<file path="config.mk">
export PLATFORM = sky130hd
export DESIGN_NAME = pwm_compare_stage
export DESIGN_NICKNAME = d
export VERILOG_FILES = /design/src/rtl/pwm_compare_stage.sv
export SDC_FILE = /design/constraint.sdc
export NUM_CORES = 1
export LEC_CHECK = 0
export ABC_AREA = 1
export BUFFER_PORTS_ARGS = -buffer_cell sky130_fd_sc_hd__clkbuf_2
export CAP_MARGIN = 20
export CELL_PAD_IN_SITES_DETAIL_PLACEMENT = 0
export CELL_PAD_IN_SITES_GLOBAL_PLACEMENT = 1
export CORE_ASPECT_RATIO = 0.8
export CORE_MARGIN = 2
export CORE_UTILIZATION = 45
export CTS_BUF_LIST = sky130_fd_sc_hd__clkbuf_4 sky130_fd_sc_hd__clkbuf_8
export CTS_CLUSTER_SIZE = 8
export DETAILED_ROUTE_END_ITERATION = 10
export PLACE_DENSITY_LB_ADDON = 0.1
export SLEW_MARGIN = 25
export SYNTH_ARGS = -nofsm -noshare
export SYNTH_HDL_FRONTEND = slang
export SYNTH_SLANG_ARGS = --single-unit
</file>
<file path="constraint.sdc">
create_clock -name clk -period 2.9 [get_ports clk]
set_input_delay 0.435 -clock clk [delete_from_list [all_inputs] [get_ports clk]]
set_output_delay 0.435 -clock clk [all_outputs]
set_load 0.01 [all_outputs]
</file>
<file path="src/rtl/pwm_compare_stage.sv">
// pwm_compare_stage
// Turns the sampled value of a free-running up counter into a registered PWM
// output. Duty requests arrive over a valid/ready handshake and are applied
// only at a counter wrap (MAX -> 0), so a period is never cut short or
// stretched mid-way. The stage also pulses on every wrap, counts the periods
// generated while running, and latches a sticky flag whenever the counter
// fails to advance by exactly one.

module pwm_compare_stage #(
    parameter int WIDTH  = 4,
    parameter int PCNT_W = 8
) (
    input  logic              clk,
    input  logic              reset,
    input  logic [WIDTH-1:0]  count_in,
    input  logic              enable,
    input  logic [WIDTH-1:0]  duty_in,
    input  logic              duty_valid,
    output logic              duty_ready,
    output logic              pwm_out,
    output logic              wrap_pulse,
    output logic [PCNT_W-1:0] period_count,
    output logic              seq_error
);

    typedef enum logic [1:0] {
        IDLE = 2'd0,
        SYNC = 2'd1,
        RUN  = 2'd2
    } state_t;

    localparam logic [WIDTH-1:0]  CNT_MAX  = '1;
    localparam logic [WIDTH-1:0]  CNT_ZERO = '0;
    localparam logic [WIDTH-1:0]  CNT_ONE  = 1;
    localparam logic [PCNT_W-1:0] PCNT_ONE = 1;

    state_t             state;
    state_t             state_next;

    logic [WIDTH-1:0]   cnt_q;
    logic               primed;
    logic [WIDTH-1:0]   cnt_step;

    logic [WIDTH-1:0]   active_duty;
    logic [WIDTH-1:0]   shadow;
    logic               pending;
    logic [WIDTH-1:0]   duty_eff;

    logic               wrap;
    logic               step_bad;
    logic               duty_xfer;
    logic               leave_to_idle;
    logic               run_next;
    logic               pwm_next;

    // A wrap is only trusted once a previous counter sample exists.
    always_comb begin
        cnt_step = cnt_q + CNT_ONE;
        wrap     = primed && (cnt_q == CNT_MAX) && (count_in == CNT_ZERO);
        step_bad = primed && (count_in != cnt_step);
    end

    // Next-state selection; dropping enable always wins over a wrap.
    always_comb begin
        state_next = state;
        case (state)
            IDLE: begin
                if (enable) begin
                    state_next = SYNC;
                end
            end
            SYNC: begin
                if (!enable) begin
                    state_next = IDLE;
                end else if (wrap) begin
                    state_next = RUN;
                end
            end
            RUN: begin
                if (!enable) begin
                    state_next = IDLE;
                end
            end
            default: begin
                state_next = IDLE;
            end
        endcase
    end

    // Handshake qualifiers and the duty value the comparator should use now.
    always_comb begin
        duty_xfer     = duty_valid && duty_ready;
        leave_to_idle = (state != IDLE) && (state_next == IDLE);
        run_next      = (state_next == RUN);
        duty_eff      = (wrap && pending) ? shadow : active_duty;
        pwm_next      = run_next && (count_in < duty_eff);
    end

    // State register.
    always_ff @(posedge clk) begin
        if (reset) begin
            state <= IDLE;
        end else begin
            state <= state_next;
        end
    end

    // Keep one cycle of counter history for wrap and step checking.
    always_ff @(posedge clk) begin
        if (reset) begin
            cnt_q  <= CNT_ZERO;
            primed <= 1'b0;
        end else begin
            cnt_q  <= count_in;
            primed <= 1'b1;
        end
    end

    // Duty bookkeeping: direct load when idle, otherwise park the request in
    // the shadow register until the next wrap (or until the stage goes idle).
    always_ff @(posedge clk) begin
        if (reset) begin
            active_duty <= CNT_ZERO;
            shadow      <= CNT_ZERO;
            pending     <= 1'b0;
            duty_ready  <= 1'b1;
        end else if (state == IDLE) begin
            if (duty_xfer) begin
                active_duty <= duty_in;
            end
            duty_ready <= 1'b1;
        end else if (leave_to_idle) begin
            if (duty_xfer) begin
                active_duty <= duty_in;
            end else if (pending) begin
                active_duty <= shadow;
            end
            pending    <= 1'b0;
            duty_ready <= 1'b1;
        end else if (wrap && pending) begin
            active_duty <= shadow;
            pending     <= 1'b0;
            duty_ready  <= 1'b1;
        end else if (duty_xfer) begin
            shadow     <= duty_in;
            pending    <= 1'b1;
            duty_ready <= 1'b0;
        end
    end

    // Registered PWM and wrap pulse, one cycle behind count_in.
    always_ff @(posedge clk) begin
        if (reset) begin
            pwm_out    <= 1'b0;
            wrap_pulse <= 1'b0;
        end else begin
            pwm_out    <= pwm_next;
            wrap_pulse <= wrap;
        end
    end

    // Count wraps that start or continue a running period.
    always_ff @(posedge clk) begin
        if (reset) begin
            period_count <= '0;
        end else if (wrap && run_next) begin
            period_count <= period_count + PCNT_ONE;
        end
    end

    // Sticky flag for any counter step other than +1 modulo the period.
    always_ff @(posedge clk) begin
        if (reset) begin
            seq_error <= 1'b0;
        end else if (step_bad) begin
            seq_error <= 1'b1;
        end
    end

endmodule

</file>
==> out/metrics.yaml, run 1 <==
relSlewSlack_pct: 74.37
synth-edff-count: 0
ctsResizeCount: 0
min_period_over_period_pct: 68.90
drtIter0Drc: 78
p_clk_share_pct: 29.0
synth_most_common_cell: "nand2_1"
port_buffers: 23
syn_nets: 214
yosysSeqAreaShare_pct: 38.96
drive_gt1_share_pct: 18.55
fin_crit_ns: 1.998
slowest_delay_ns: 0.38
max-vdd-ir-drop_mv: 0.3042
ff_latch_area_um2: 560.5
antenna_found_initial: 0
pwr-share-comb_pct: 12.9
path_class: "reg2reg"
internal_power_mw: 0.5274
critPathLaunch: "cnt_q[0]"
synth_area_leaders: "dfxtp_1 39%, nand2_1 12%, a21oi_1 8.7%"
fmax_mhz: 500.4
setup_viol: 0
cp_data_required_time_ns: 3.07
p_per_area_mw_per_mm2: 428.2
nets: 240
detail_route.wl_per_cell_um: 10.75
slowest_stage: "dfxtp_1"
drtPass1Iterations: 4
htree_levels: 1
switching_share_pct: 24.80
fillCellCount: 334
io_pins: 24
holdCritStartpoint: "count_in[1]"
synthXorXnorAreaFrac_pct: 6.696
syn_inst: 197
multi_input_area_um2: 764.5
fin_skew_ns: 0.002895
leakagePower_nw: 0.7478
holdBufCountCts: 0
synthFlopType: "dfxtp_1"
crit_path_end_kind: "flop"
reg2reg_depth: 10
post-dp-hpwl_um: 2186
drc: 0
synth_mux_area_share_pct: 0
fp.dieH_um: 54.58
post_cts_buffers: 0
via_count: 1257
r2r_start: "cnt_q[0]"
grt_overflow: 0
area_growth_pct: 13.83
grt_pass1_wl_um: 4678
num_antenna_cells: 0
die-area_mm2: 0.003669
whs_endpoint: "cnt_q[1]"
r2r_slack_ns: 0.90
cts_buffers: 3
grt_max_degree: 19
seqPwrFrac_pct: 58.1
cts_tree: "built"
grt.total_usage_pct: 17.36
synth_common_cells: "46 x nand2_1, 28 x dfxtp_1, 25 x a21oi_1"
die_w_um: 67.22
synth-simple-area-share_pct: 25.65
clock-root-buffer: "clkbuf_8"
synth_top_area_share_pct: 38.96
status: "complete, no violations"
rsz0062_at_grt: "false"
syn_area_mm2: 0.001439
start_util_pct: 46.98
ys_async_sr_fraction_pct: 0
clk_latency_ns: 0.27
grt_pass1_vias: 1053
clock_path_buffers: 2
synth_top_cell_by_area: "dfxtp_1"
synthAdderAreaFrac_pct: 4.348
timing.critical_path.buf_inv: 1
fin_tns_setup_ns: 0
syn_area_per_cell_um2: 7.304
cap_violations: 0
cp.arrival_ns: 2.17
synth_compound_area_share_pct: 16.43
tightestPinTransition_ns: 0.3831
cp_max_fo: 6
hold-worst-slack_ns: 0.3996
synth_seq_cells: 28
numClockSinks: 28
crit_family: "simple AND/OR/NAND/NOR gates"
p_switching_mw: 0.1740
hold_depth: 3
final_area_mm2: 0.001638
wl_um: 2807
synth_top_family_by_area: "simple AND/OR/NAND/NOR gates"
place_congestion: 0.7681
hold_violations: 0
viasPerCell: 4.816
row_count: 18
clkTransAtPathRegs_ns: 0.08
yosys_warnings: 0
worst_hold_path_type: "in2reg"
worstPathCellList: "ha_1, nand2_1, nor2_4, nand3_1, o21ai_0, inv_1, ha_1, nand2_1, a21oi_1, nor2_1"
antenna_left: 0
postPlaceCellArea_mm2: 0.001597
ys_types: 27
reg2reg_to: "pwm_out"
drv_slew: 0
critPathLaunchType: "flop"
core_area_mm2: 0.003063
-- layout make-up --
| type | instances | share of cell area (%) |
|---|---|---|
| inverter | 27 | 6.494 |
| timing repair buffer | 23 | 7.028 |
| clock buffer | 3 | 2.521 |
| sequential | 28 | 34.22 |
| multi-input combinational | 140 | 46.68 |
| tap | 40 | 3.056 |
-- layout by cell type, fill, tap and decap left out, drive strengths merged --
cell type | Yosys | routed
inv | 24 | 24
nand3 | 10 | 10
nand2 | 48 | 48
ha | 5 | 5
clkbuf | 1 | 26
clkinv | 3 | 3
nand4 | 3 | 3
nor3 | 3 | 3
o21ai | 15 | 15
dfxtp | 28 | 28
a21oi | 27 | 27
and2 | 1 | 1
or2 | 1 | 1
nor2 | 16 | 16
xor2 | 6 | 6
xnor2 | 5 | 5
-- per-layer routing --
metal,share of wire (%),global-route usage (%),vias to the layer above
met5,0,0,-
li1,-,-,686
met2,40,25.74,22
met4,0.46,5.102,0
met3,3.7,4.938,2
met1,56,24.50,547
-- worst min-delay path: stages --
cell and delay [ns]:
clkbuf_2 0.11, inv_2 0.06, nor2_1 0.03
-- logic make-up (layout without fill, tap and decap cells) --
group | count (synthesis) | in the layout
simple gates | 82 | 82
compound gates | 42 | 42
buf+inv | 29 | 53
flops | 28 | 28
xor+xnor | 11 | 11
fa+ha+maj | 5 | 5
-- worst max-delay path by stage --
stage	to	slack [ns]	cells past startpoint
2_1_floorplan	pwm_out	1.18	10
3_5_place_dp	pwm_out	0.88	11
3_3_place_gp	pwm_out	0.88	11
6_report	pwm_out	0.90	10
4_1_cts	pwm_out	0.93	10
5_1_grt	pwm_out	0.73	10
-- per-stage QoR --
| stage | total power, mW | std cells | setup WS [ns] | utilization [%] |
|---|---|---|---|---|
| after CTS | 0.7145 | 261 | 0.9286 | 53.47 |
| after global routing | 0.7476 | 261 | 0.7259 | 53.47 |
| after floorplan | 0.4815 | 197 | 1.182 | - |
| after global placement | 0.5068 | 258 | 0.8819 | 52.12 |
| final | 0.7014 | 261 | 0.9018 | 53.47 |
| after detailed placement | 0.5072 | 258 | 0.8784 | 52.12 |
-- power by group through the flow --
stage | logic, mW | clock network [mW] | registers, mW
after global routing | 0.106 | 0.232 | 0.410
final | 0.0903 | 0.203 | 0.408
after detailed placement | 0.0907 | 0 | 0.416
after floorplan | 0.0660 | 0 | 0.415
after CTS | 0.0913 | 0.216 | 0.408
after global placement | 0.0905 | 0 | 0.416
-- flip-flops by register name, indices dropped and copies added, names as in the netlist --
signal and cells:
active_duty 4, cnt_q 4, duty_ready 1, pending 1
period_count 8, primed 1, pwm_out 1, seq_error 1
shadow 4, state 2, wrap_pulse 1
Power figures use the tool's default switching activity.
==> run 2, diff against run 1 <==
--- a/config.mk
+++ b/config.mk
@@ -12,7 +12,7 @@
 export CELL_PAD_IN_SITES_GLOBAL_PLACEMENT = 1
 export CORE_ASPECT_RATIO = 0.8
 export CORE_MARGIN = 2
-export CORE_UTILIZATION = 45
+export CORE_UTILIZATION = 37
 export CTS_BUF_LIST = sky130_fd_sc_hd__clkbuf_4 sky130_fd_sc_hd__clkbuf_8
 export CTS_CLUSTER_SIZE = 8
 export DETAILED_ROUTE_END_ITERATION = 10
==> constraint.sdc (replaced) <==
create_clock -name clk -period 1.8 [get_ports clk]
set_input_delay 0.27 -clock clk [delete_from_list [all_inputs] [get_ports clk]]
set_output_delay 0.27 -clock clk [all_outputs]
set_load 0.01 [all_outputs]
==> run 2 against run 1 <==
Cell area rose by 6.0%. Critical path depth stayed put. Clock-buffer cell count increased by 1. First-iteration DRC count is 40% lower. Critical path type unchanged. Critical endpoint unchanged.
==> out/metrics.yaml, run 2 (synthesis gave the netlist of run 1 again) <==
post_cts_buffers: 0  # unchanged
status: "complete, no violations"
critPathLaunchType: "flop"
die-area_mm2: 0.004407  # +20%
drv_slew: 0  # unchanged
antenna_left: 0  # unchanged
drive_gt1_share_pct: 24.68  # +6.1 points
largest_reg_flops: 8  # unchanged
max-vdd-ir-drop_mv: 0.2989  # -1.8%
wl_um: 3110  # +11%
switching_share_pct: 25.46  # +0.66 points
grt_pass1_wl_um: 5140  # +9.9%
final_cell_mix: "45 x nand2_1, 26 x dfxtp_1, 25 x a21oi_1, 23 x clkbuf_2, 20 x inv_1"
row_count: 20  # +2
cap_violations: 0  # unchanged
p_total_mw: 1.215  # +73%
min_period_over_period_pct: 91.27  # +22 points
clock_path_buffers: 2  # unchanged
tightestPinTransition_ns: 0.2745  # -0.1085 ns
place_congestion: 0.7806  # +1.6%
via_count: 1316  # +4.7%
cts_tree: "built"
io_pins: 24  # unchanged
cp_max_fo: 2  # -4
final_area_mm2: 0.001737  # +6.0%
cp.arrival_ns: 1.83  # -0.34 ns
final_common_cell: "nand2_1"
cp_data_required_time_ns: 1.98  # -1.09 ns
hold_depth: 3  # unchanged
fin_crit_ns: 1.643  # -0.3554 ns
detail_route.wl_per_cell_um: 11.31  # +5.2%
leakagePower_nw: 0.8036  # +7.5%
setup_viol: 0  # unchanged
hold-worst-slack_ns: 0.2192  # -0.1804 ns
fp.dieH_um: 59.78  # +9.5%
htree_levels: 1  # unchanged
clkTransAtPathRegs_ns: 0.09  # about the same
drtIter0Drc: 47  # -40%
p_switching_mw: 0.3094  # +78%
internal_power_mw: 0.9057  # +72%
fmax_mhz: 608.7  # +22%
fillCellCount: 397  # +19%
start_util_pct: 38.33  # -8.6 points
dpl.cell_count: 271  # +5.0%
p_per_area_mw_per_mm2: 699.6  # +63%
die_w_um: 73.72  # +9.7%
nets: 249  # +3.8%
post-dp-hpwl_um: 2466  # +13%
instances_no_fill: 275  # +5.4%
clock-root-buffer: "clkbuf_8"
final_core_util_pct: 46.27  # -7.2 points
postPlaceCellArea_mm2: 0.001669  # +4.5%
grt_overflow: 0  # unchanged
path_class: "reg2reg"
relSlewSlack_pct: 81.59  # +7.2 points
drc: 0  # unchanged
clk_latency_ns: 0.28  # about the same
pwr-share-comb_pct: 13.1  # +0.2 points
crit_path_end_kind: "flop"
viasPerCell: 4.785  # -0.64%
cts_buffers: 3  # unchanged
core_area_mm2: 0.003754  # +23%
num_antenna_cells: 0  # unchanged
grt_max_degree: 18  # -1
grt.total_usage_pct: 15.29  # -2.1 points
port_buffers: 23  # unchanged
numClockSinks: 28  # unchanged
grt_pass1_vias: 1122  # +6.6%
hold_violations: 0  # unchanged
drtPass1Iterations: 4  # unchanged
antenna_found_initial: 0  # unchanged
p_clk_share_pct: 32.7  # +3.7 points
area_growth_pct: 20.70
worst_hold_path_type: "in2reg"
fin_skew_ns: 0.002164  # -0.0007311 ns
reg2reg_depth: 10  # unchanged
holdBufCountCts: 0  # unchanged
seqPwrFrac_pct: 54.2  # -3.9 points
regMostFlops: "period_count"
## run 2: cell type report
cell class / count / area, µm² / share of cell area, %
Multi-Input combinational cell: 140 / 774.5 / 44.60
Sequential cell: 28 / 563.0 / 32.42
Timing Repair Buffer: 32 / 182.7 / 10.52
Inverter: 27 / 106.4 / 6.124
Clock buffer: 4 / 55.05 / 3.170
Tap cell: 44 / 55.05 / 3.170
## run 2: critical path, cell delays in order (launching register included)
cell	delay, ns
dfxtp_2	0.34
ha_2	0.17
nand2_2	0.07
nor2_4	0.09
buf_4	0.12
nand4_1	0.10
and2_1	0.18
ha_1	0.26
nand2_1	0.04
a21oi_1	0.11
nor2_1	0.05
## run 2: layer usage
layer	vias to the layer above	wire, µm	track usage, %
met1	588	1755	23.18
met2	20	1199	21.05
met5	-	0	0
met4	0	29	4.675
met3	4	125	3.710
li1	704	-	-
## run 2: final timing paths
path               start         to  slack [ns]
min          count_in[1]   cnt_q[1]        0.22
max reg2reg     cnt_q[1]    pwm_out        0.16
min reg2reg    seq_error  seq_error        0.45
max             cnt_q[1]    pwm_out        0.16
## run 2: power by group through the flow
stage,logic [mW],registers [mW],clock network [mW]
after detailed placement,0.159,0.672,0
final,0.159,0.658,0.397
after floorplan,0.106,0.669,0
after global routing,0.183,0.661,0.443
after CTS,0.160,0.658,0.420
after global placement,0.158,0.671,0
## run 2: metrics by stage
step           worst slack, ns  setup TNS [ns]
2_1_floorplan          0.08243               0
4_1_cts                0.01254               0
3_3_place_gp           0.09811               0
6_report                0.1572               0
5_1_grt              -0.001660       -0.001660
3_5_place_dp           0.02883               0
## run 2: what timing repair did
item / in CTS / in global routing
hold endpoints to repair: 0 / 0
gates resized for setup: 0 / 7
setup endpoints to repair: 0 / 2
